**config.mk**
```make
export PLATFORM = sky130hd
export DESIGN_NAME = strip_controller
export DESIGN_NICKNAME = d
export VERILOG_FILES = /design/src/rtl/strip_controller.sv
export SDC_FILE = /design/constraint.sdc
export NUM_CORES = 1
export LEC_CHECK = 0
export CORE_ASPECT_RATIO = 1.75
export CORE_UTILIZATION = 30
export CTS_CLUSTER_DIAMETER = 150
export DETAILED_ROUTE_END_ITERATION = 10
export SYNTH_ARGS = -nofsm -noshare
export SYNTH_HDL_FRONTEND = slang
export SYNTH_SLANG_ARGS = --single-unit
```
**constraint.sdc**
```tcl
create_clock -name clk -period 4.2 [get_ports clk]
set_input_delay 0.84 -clock clk [delete_from_list [all_inputs] [get_ports clk]]
set_output_delay 0.84 -clock clk [all_outputs]
set_load 0.05 [all_outputs]
```
**src/rtl/strip_controller.sv**
```systemverilog
// LED strip frame sequencer: fetches 24-bit pixels, drives a bit generator, then latches.
// Optional STRIP_CTRL_GRB_SWAP_EN reorders incoming {R,G,B} pixels to {G,R,B} on latch.
module strip_controller #(
  parameter int NUM_LEDS   = 8,
  parameter int RET_CYCLES = 5000
) (
  input  logic        clk,
  input  logic        reset,
  input  logic        start,
  input  logic [23:0] pixData,
  input  logic        pixValid,
  output logic        pixReady,
  output logic [7:0]  ledIndex,
  output logic [1:0]  genMode,
  output logic        doGen,
  input  logic        genDone,
  output logic        busy,
  output logic        frameDone
);

  localparam int CW = $clog2(RET_CYCLES) + 1;
  localparam logic [7:0]    LAST_LED = 8'(NUM_LEDS - 1);
  localparam logic [CW-1:0] RET_LAST = CW'(RET_CYCLES - 1);

  typedef enum logic [2:0] {
    IDLE,
    FETCH,
    SHIFT,
    GAP,
    RET,
    DONE
  } state_e;

  state_e        state_q;
  logic [23:0]   shreg_q;
  logic [4:0]    bitCnt_q;
  logic [CW-1:0] retCnt_q;
  logic [7:0]    ledIndex_q;
  logic [1:0]    genMode_q;
  logic          doGen_q;
  logic          pixReady_q;
  logic          busy_q;
  logic          frameDone_q;
  logic [23:0]   pix_d;

`ifdef STRIP_CTRL_GRB_SWAP_EN
  assign pix_d = {pixData[15:8], pixData[23:16], pixData[7:0]};
`else
  assign pix_d = pixData;
`endif

  // Outputs are loaded on the edge that enters the state they belong to.
  always_ff @(posedge clk or negedge reset) begin
    if (!reset) begin
      state_q     <= IDLE;
      shreg_q     <= '0;
      bitCnt_q    <= '0;
      retCnt_q    <= '0;
      ledIndex_q  <= '0;
      genMode_q   <= 2'b00;
      doGen_q     <= 1'b0;
      pixReady_q  <= 1'b0;
      busy_q      <= 1'b0;
      frameDone_q <= 1'b0;
    end else begin
      frameDone_q <= 1'b0;
      unique case (state_q)
        IDLE: begin
          if (start) begin
            state_q    <= FETCH;
            ledIndex_q <= '0;
            pixReady_q <= 1'b1;
            busy_q     <= 1'b1;
          end
        end
        FETCH: begin
          if (pixValid) begin
            state_q    <= SHIFT;
            shreg_q    <= pix_d;
            bitCnt_q   <= 5'd23;
            pixReady_q <= 1'b0;
            doGen_q    <= 1'b1;
            genMode_q  <= {~pix_d[23], pix_d[23]};
          end
        end
        SHIFT: begin
          if (genDone) begin
            state_q   <= GAP;
            doGen_q   <= 1'b0;
            genMode_q <= 2'b00;
          end
        end
        GAP: begin
          shreg_q <= shreg_q << 1;
          if (bitCnt_q != 5'd0) begin
            state_q   <= SHIFT;
            bitCnt_q  <= bitCnt_q - 5'd1;
            doGen_q   <= 1'b1;
            genMode_q <= {~shreg_q[22], shreg_q[22]};
          end else if (ledIndex_q < LAST_LED) begin
            state_q    <= FETCH;
            ledIndex_q <= ledIndex_q + 8'd1;
            pixReady_q <= 1'b1;
          end else begin
            state_q  <= RET;
            retCnt_q <= '0;
          end
        end
        RET: begin
          if (retCnt_q == RET_LAST) begin
            state_q     <= DONE;
            retCnt_q    <= '0;
            frameDone_q <= 1'b1;
          end else begin
            retCnt_q <= retCnt_q + 1'b1;
          end
        end
        DONE: begin
          state_q <= IDLE;
          busy_q  <= 1'b0;
        end
        default: begin
          state_q    <= IDLE;
          doGen_q    <= 1'b0;
          genMode_q  <= 2'b00;
          pixReady_q <= 1'b0;
          busy_q     <= 1'b0;
        end
      endcase
    end
  end

  assign pixReady  = pixReady_q;
  assign ledIndex  = ledIndex_q;
  assign genMode   = genMode_q;
  assign doGen     = doGen_q;
  assign busy      = busy_q;
  assign frameDone = frameDone_q;

endmodule

```
==> results of run 1 <==
==> registers in the layout, summed over array words and instances, names as in the netlist, 2 cells and up <==
register and count:
genMode 2, ledIndex 8, state_q 3, retCnt_q 14
shreg_q 23, bitCnt_q 5
==> how the worst max path moves through the flow <==
stage                            from     endpoint  slack (ns)
after floorplan              pixValid  bitCnt_q[4]        2.20
after global placement       pixValid  bitCnt_q[4]        1.47
after detailed placement     pixValid   state_q[1]        1.45
after CTS                 ledIndex[0]  ledIndex[0]        1.74
after global routing         pixValid   state_q[1]        1.57
final                     ledIndex[0]  ledIndex[0]        1.75
==> through the flow <==
stage / cell area [um^2] / setup slack, ns / util, % / hold WS [ns]
after floorplan: 3040 / 2.20 / - / 0.465
after global routing: 3820 / 1.57 / 38.8 / 0.503
after CTS: 3820 / 1.74 / 38.8 / 0.496
final: 3820 / 1.75 / 38.8 / 0.489
after global placement: 3540 / 1.47 / 36.0 / 0.480
after detailed placement: 3540 / 1.45 / 36.0 / 0.484
==> cell usage after synthesis (all sizes together), types with 3 or more instances <==
library cell / number
a21o: 4
a21oi: 39
and2: 3
buf: 14
clkbuf: 6
dfrtp: 59
ha: 4
inv: 11
mux2i: 4
nand2: 21
nand3: 11
nand4: 6
nor2: 20
nor2b: 8
nor3: 6
o211ai: 3
o21ai: 18
o21bai: 3
o22ai: 43
or3: 4
xor2: 3
==> logic make-up after synthesis <==
kind of cell / Yosys count / share of synthesized area [%]
XOR/XNOR: 3 / 0.864
multiplexers: 5 / 1.69
buffers and inverters: 31 / 4.81
adder cells (fa/ha/maj): 4 / 1.65
AO/OA/AOI/OAI: 124 / 25.7
AND/OR/NAND/NOR: 92 / 16.8
flip-flops: 59 / 48.5
==> power groups by stage <==
stage / Clock (mW) / Sequential, mW / Combinational, mW
global placement: 0 / 0.895 / 0.802
global route: 0.717 / 0.920 / 0.916
CTS: 0.695 / 0.895 / 0.825
finish: 0.677 / 0.896 / 0.818
floorplan: 0 / 0.897 / 0.601
detailed placement: 0 / 0.903 / 0.823
==> final cells by class <==
class                           count  area (um^2)  area share [%]
Clock buffer                       11          253            6.61
Tap cell                          125          156            4.09
Multi-Input combinational cell    228         1420            37.2
Inverter                           11         41.3            1.08
Clock inverter                      5         27.5           0.720
Timing Repair Buffer               46          445            11.7
Sequential cell                    59         1480            38.6
==> routing by layer <==
layer,track usage [%],vias to the layer above
met2,28.4,61
li1,-,1260
met1,16.5,1295
met3,3.84,13
met5,0,-
met4,8.64,0
==> flow_summary.toml, run 1 <==
[synthesis]
synth_edf_count = 0
synth_fp_nets = 351
synthesis.area_um2 = 3040
avgSynthCellArea_um2 = 9.56
yosys.cell_types.count = 53
synth_top_area_cell = "dfrtp_1"
yosysTopAreaCellShare_pct = 48.5
async_flop_share_pct = 100
yosysSeqAreaShare_pct = 48.5
yosysWarnings = 0
synth.area.top_cells = "dfrtp_1, o22ai_1, a21oi_1, nand2_1, o21ai_0"
syn_inst = 318
synth.ff_latch_count = 59
synth_flop_cell = "dfrtp_1"

[detailed_routing]
wl_met3_um = 296
antenna_left = 0
totalWireLength_um = 7650
firstDrtPassIters = 4
wl_per_cell_um = 15.8
viasPerCell = 5.42
m1WireLength_um = 3070
drt_first_iter_violations = 125
drc = 0
vias = 2629
wl_met2_um = 4060
top_layer = "met4"

[global_route]
grt_pass1_wl_um = 12700
grt_max_degree = 35
grt_usage_pct = 15.8
antenna_found_initial = 0
grt_overflow_total = 0
grt_pass1_vias = 2728

[setup_path]
cp_top_family = "buffers and inverters"
cp_slowest_cell = "clkdlybuf4s50_1"
reg2reg_from = "state_q[1]"
arrival_ns = 1.61
path_class = "register to output port"
end_kind = "output port"
path_depth = 1
cpPeakStageDelay_ns = 0.85
required_ns = 3.36
worstReg2RegEnd = "retCnt_q[6]"
crit_path_start_kind = "register"
cp_max_fo = 5
reg2reg_slack_ns = 1.92
worstPathCellList = "clkdlybuf4s50_1"
worst-path-buf-inv = 1
rr_worst_depth = 5

[clock_network]
ctsResizeCount = 0
hold_buffers = 0
ctsLongestPathBuffers = 2
cts_setup_buffers = 0
cts.sinks = 59
cts.clk_slew.worst_paths_ns = 0.05
cts-root-buf = "clkbuf_16"
h-tree-depth = 3
cts_buffers = 9
clkLatencyLatePin_ns = 0.33
cts_tree = "done"

[cells_and_area]
area_delta_synth_final_pct = 25.6
fillers = 1011
layout_common_cells = "dfrtp_1, o22ai_1, clkdlybuf4s50_1"
drive_gt1_share_pct = 9.44
fin_cells = 485
nNetsFinal = 388
diodes = 0
layout_commonest_cell = "dfrtp_1"

[pwr]
ir_drop_mv = 0.327
comb_power_share_pct = 34.2
p_leak_nw = 1.62
switching_share_pct = 37.5
power_density_nw_per_um2 = 626
switching_power_mw = 0.897
p_clk_share_pct = 28.3
total_power_mw = 2.39
p_int_mw = 1.49
p_seq_share_pct = 37.5

[sta]
fin_crit_ns = 2.45
worst_pin_slew_ns = 0.796
max_freq_mhz = 408
slew_headroom_pct = 46.8
finalHoldViolCount = 0
final.setup_skew_ns = 0.00714
setup_viol = 0
slew_viol_final = 0
post-route-period-util_pct = 58.3
rsz0062_at_grt = "no"
fin_setup_tns_ns = 0

[placement]
portBuffers = 42
routabilityCongestion = 0.767
dp_hpwl_um = 5300
dp.cells = 469

[floorplanning]
die_x_um = 78.1
die_y_um = 135
core_um2 = 9850
dieArea_um2 = 10600
start_util_pct = 30.9
num_rows = 48
ios = 43

[worst_hold_path]
hp-start = "retCnt_q[13]"
whs_endpoint = "retCnt_q[13]"
hold_class = "register to register"
hold_depth = 1

[job]
drv_cap = 0

[outcome]
status = "finished clean"
Note: power is estimated with default switching activity, not from simulation.
==> inputs of run 2 (changes only) <==
==> constraint.sdc (replaced) <==
create_clock -name clk -period 2.2 [get_ports clk]
set_input_delay 0.44 -clock clk [delete_from_list [all_inputs] [get_ports clk]]
set_output_delay 0.44 -clock clk [all_outputs]
set_load 0.05 [all_outputs]
==> run 2 against run 1 <==
  * Clock skew is 0.0030 ns lower
  * Sequential share of layout area is 0.70 points lower
  * Core utilization is 0.71 points higher
  * Setup slack worse by 1.6 ns
  * Critical path depth stayed put
  * Largest cell class unchanged
==> flow_summary.toml, run 2 (synthesis results as in run 1) <==
[sta]
slew_viol_final = 0
max_freq_mhz = 488
fin_crit_ns = 2.05
final.setup_skew_ns = 0.00411
worst_pin_slew_ns = 0.620
slew_headroom_pct = 58.7
finalHoldViolCount = 0
setup_viol = 0
setup_ws_ns = 0.153
rsz0062_at_grt = "no"
post-route-period-util_pct = 93.1
fin_setup_tns_ns = 0

[pwr]
power_density_nw_per_um2 = 1180
p_leak_nw = 1.66
ir_drop_mv = 0.609

[clock_network]
cts-root-buf = "clkbuf_16"
cts_buffers = 9
cts.clk_slew.worst_paths_ns = 0.05
h-tree-depth = 3
cts_tree = "done"
cts.sinks = 59
clkLatencyLatePin_ns = 0.33
ctsLongestPathBuffers = 2

[detailed_routing]
drt_first_iter_violations = 122
drc = 0
antenna_left = 0
wl_per_cell_um = 15.7
firstDrtPassIters = 4
top_layer = "met4"
totalWireLength_um = 7750
wl_met3_um = 272
m1WireLength_um = 3180
vias = 2606
wl_met2_um = 4100
viasPerCell = 5.30

[global_route]
grt_usage_pct = 16.0
grt_pass1_wl_um = 12900
grt_overflow_total = 0
antenna_found_initial = 0
grt_pass1_vias = 2659
grt_max_degree = 28

[cells_and_area]
largest_reg_flops = 23
diodes = 0
fillers = 1019
area_delta_synth_final_pct = 27.9
regMostFlops = "shreg_q"
layout_commonest_cell = "dfrtp_1"
nNetsFinal = 396
layout_common_cells = "dfrtp_1, o22ai_1, clkdlybuf4s50_1"
drive_gt1_share_pct = 10.9

[setup_path]
cp_max_fo = 5
required_ns = 1.76
worstPathCellList = "clkdlybuf4s50_1"
crit_path_start_kind = "register"
cp_top_family = "buffers and inverters"
cp_slowest_cell = "clkdlybuf4s50_1"
path_class = "register to output port"
cpPeakStageDelay_ns = 0.86
end_kind = "output port"
arrival_ns = 1.61
worst-path-buf-inv = 1

[floorplanning]
die_x_um = 78.1
dieArea_um2 = 10600
ios = 43
num_rows = 48
start_util_pct = 30.9
core_um2 = 9850
die_y_um = 135

[outcome]
status = "finished clean"

[placement]
routabilityCongestion = 0.878
portBuffers = 42
place_ws_ns = 0.0666
dp_hpwl_um = 5510

[job]
drv_cap = 0

[worst_hold_path]
hold_class = "primary input to asynchronous set/reset pin"
run 2: per-layer routing:
| layer | GRT usage [%] | vias to the layer above |
|---|---|---|
| met5 | 0 | - |
| met4 | 8.54 | 0 |
| met3 | 3.70 | 17 |
| met2 | 27.9 | 60 |
| met1 | 18.0 | 1246 |
| li1 | - | 1283 |
run 2: area by class of cell:
class	instances	area (um^2)	share of cell area, %
inverter	11	41.3	1.06
tap	125	156	4.02
multi-input combinational	228	1430	36.6
sequential	59	1480	37.9
clock inverter	3	15.0	0.386
timing repair buffer	54	531	13.6
clock buffer	12	246	6.33
run 2: where the power goes:
group / total, mW / internal, mW / switching [mW]
Combinational: 1.67 / 0.710 / 0.962
Clock: 1.22 / 0.777 / 0.448
Sequential: 1.68 / 1.39 / 0.291
run 2: metrics by stage:
stage	cell area (um^2)	instances	power, mW	hold slack (ns)	utilization (%)
2_1_floorplan	3040	318	2.86	0.144	-
3_3_place_gp	3630	477	3.33	0.477	36.8
3_5_place_dp	3630	477	3.37	0.486	36.8
4_1_cts	3890	492	4.64	0.141	39.5
5_1_grt	3890	492	4.89	0.171	39.5
6_report	3890	492	4.58	0.125	39.5
run 2: repair_timing:
item                                    in CTS  in global routing
setup buffers                                0                  0
endpoints found under the setup margin       0                  2
hold buffers                                 0                  0
gates resized for setup                      0                  1
run 2: worst paths after layout:
path,from,end,slack (ns),cells after the start
worst min-delay path,reset,shreg_q[11],0.13,1
worst min register to register,retCnt_q[13],retCnt_q[13],0.50,1
worst max-delay path,ledIndex[0],ledIndex[0],0.15,1
min in group clk,retCnt_q[13],retCnt_q[13],0.50,1
max in group asynchronous,reset,pixReady,1.55,2
worst max register to register,bitCnt_q[0],retCnt_q[2],0.19,7
==> inputs of run 3 (changes only) <==
--- a/config.mk
+++ b/config.mk
@@ -9,6 +9,7 @@
 export CORE_UTILIZATION = 30
 export CTS_CLUSTER_DIAMETER = 150
 export DETAILED_ROUTE_END_ITERATION = 10
+export RECOVER_POWER = 100
 export SYNTH_ARGS = -nofsm -noshare
 export SYNTH_HDL_FRONTEND = slang
 export SYNTH_SLANG_ARGS = --single-unit
==> run 3 against run 2 <==
  * Clock power about the same
  * Total power is 1.1% lower
  * Global-route usage is the same
  * Combinational power decreased by 2%
  * Routed wire length fell by 0.26%
  * Register-to-register slack about the same
  * Largest power group unchanged
  * Highest routed layer unchanged
==> flow_summary.toml, run 3 (synthesis results as in run 1) <==
[setup_path]
rr_worst_depth = 6
reg2reg_from = "retCnt_q[0]"
path_class = "register to output port"
cpPeakStageDelay_ns = 0.93
end_kind = "output port"
cp_slowest_cell = "dlygate4sd3_1"
crit_path_start_kind = "register"
crit_path_start = "ledIndex[0]"
required_ns = 1.76
cp_top_family = "buffers and inverters"
worstPathCellList = "dlygate4sd3_1"
path_depth = 1
arrival_ns = 1.67
cp_max_fo = 5
worst-path-buf-inv = 1

[detailed_routing]
totalWireLength_um = 7730
wl_per_cell_um = 15.7
firstDrtPassIters = 6
viasPerCell = 5.27
drt_first_iter_violations = 104
drc = 0
antenna_left = 0
vias = 2591

[cells_and_area]
area_delta_synth_final_pct = 26.5
layout_commonest_cell = "dfrtp_1"
diodes = 0
drive_gt1_share_pct = 9.54
regMostFlops = "shreg_q"
finalInstanceArea_um2 = 3850
layout_common_cells = "dfrtp_1, o22ai_1, a21oi_1"
largest_reg_flops = 23
nNetsFinal = 396

[sta]
slew_headroom_pct = 12.5
worst_pin_slew_ns = 1.31
fin_crit_ns = 2.11
slew_viol_final = 0
rsz0062_at_grt = "no"
max_freq_mhz = 474
post-route-period-util_pct = 96.0
setup_viol = 0
timing.hold.ws_ns = 0.388
finalHoldViolCount = 0
fin_setup_tns_ns = 0
final.setup_skew_ns = 0.00512

[worst_hold_path]
hold_class = "primary input to asynchronous set/reset pin"

[clock_network]
hold_buffers = 0
clkLatencyLatePin_ns = 0.33
cts.sinks = 59
ctsLongestPathBuffers = 2
cts_buffers = 9
h-tree-depth = 3
cts.clk_slew.worst_paths_ns = 0.05
cts-root-buf = "clkbuf_16"
cts_tree = "done"

[global_route]
grt_overflow_total = 0
antenna_found_initial = 0
grt_pass1_vias = 2659
grt_max_degree = 28
grt_pass1_wl_um = 12900
grt_usage_pct = 16.0

[floorplanning]
num_rows = 48
start_util_pct = 30.9
die_x_um = 78.1
die_y_um = 135
dieArea_um2 = 10600
core_um2 = 9850
ios = 43

[placement]
placed_area_um2 = 3630
dp_hpwl_um = 5510
portBuffers = 42
routabilityCongestion = 0.878

[outcome]
status = "finished clean"

[pwr]
p_leak_nw = 1.67
power_density_nw_per_um2 = 1180
ir_drop_mv = 0.578

[job]
drv_cap = 0
run 3: what timing repair did:
item,CTS,global route
buffers inserted,0,0
gates resized for setup,0,1
endpoints found under the setup margin,0,2
endpoints found under the hold margin,0,0
run 3: through the flow:
| stage | power [mW] | utilization [%] | std cells | setup slack [ns] |
|---|---|---|---|---|
| 2_1_floorplan | 2.86 | - | 318 | 0.329 |
| 3_3_place_gp | 3.33 | 36.8 | 477 | 0.121 |
| 3_5_place_dp | 3.37 | 36.8 | 477 | 0.0666 |
| 4_1_cts | 4.64 | 39.5 | 492 | 0.0432 |
| 5_1_grt | 4.85 | 39.0 | 492 | 0.0274 |
| 6_report | 4.53 | 39.0 | 492 | 0.0886 |
run 3: per-layer routing:
layer	vias to the layer above	share of wire (%)	GRT usage, %
li1	1283	-	-
met1	1226	41	18.0
met2	66	53	27.9
met3	16	3.9	3.70
met4	0	2.5	8.54
met5	-	0	0
run 3: area by class of cell:
class                           count  area (um^2)
Clock buffer                       12          246
Clock inverter                      3         15.0
Fill cell                        1025         6000
Inverter                           11         41.3
Multi-Input combinational cell    228         1410
Sequential cell                    59         1480
Tap cell                          125          156
Timing Repair Buffer               54          497
run 3: power by group:
group          switching (mW)  total, mW  leakage, nW  internal, mW
clock                   0.447       1.22        0.132         0.777
combinational           0.951       1.63        0.875         0.676
sequential              0.285       1.68        0.665          1.39
total                    1.68       4.53         1.67          2.84
run 3: final timing paths:
check / to / slack [ns]
worst max-delay path: ledIndex[0] / 0.09
max in group asynchronous: pixReady / 0.68
min in group clk: retCnt_q[13] / 0.50
worst max register to register: state_q[1] / 0.19
worst min-delay path: shreg_q[11] / 0.39
worst min register to register: retCnt_q[13] / 0.50
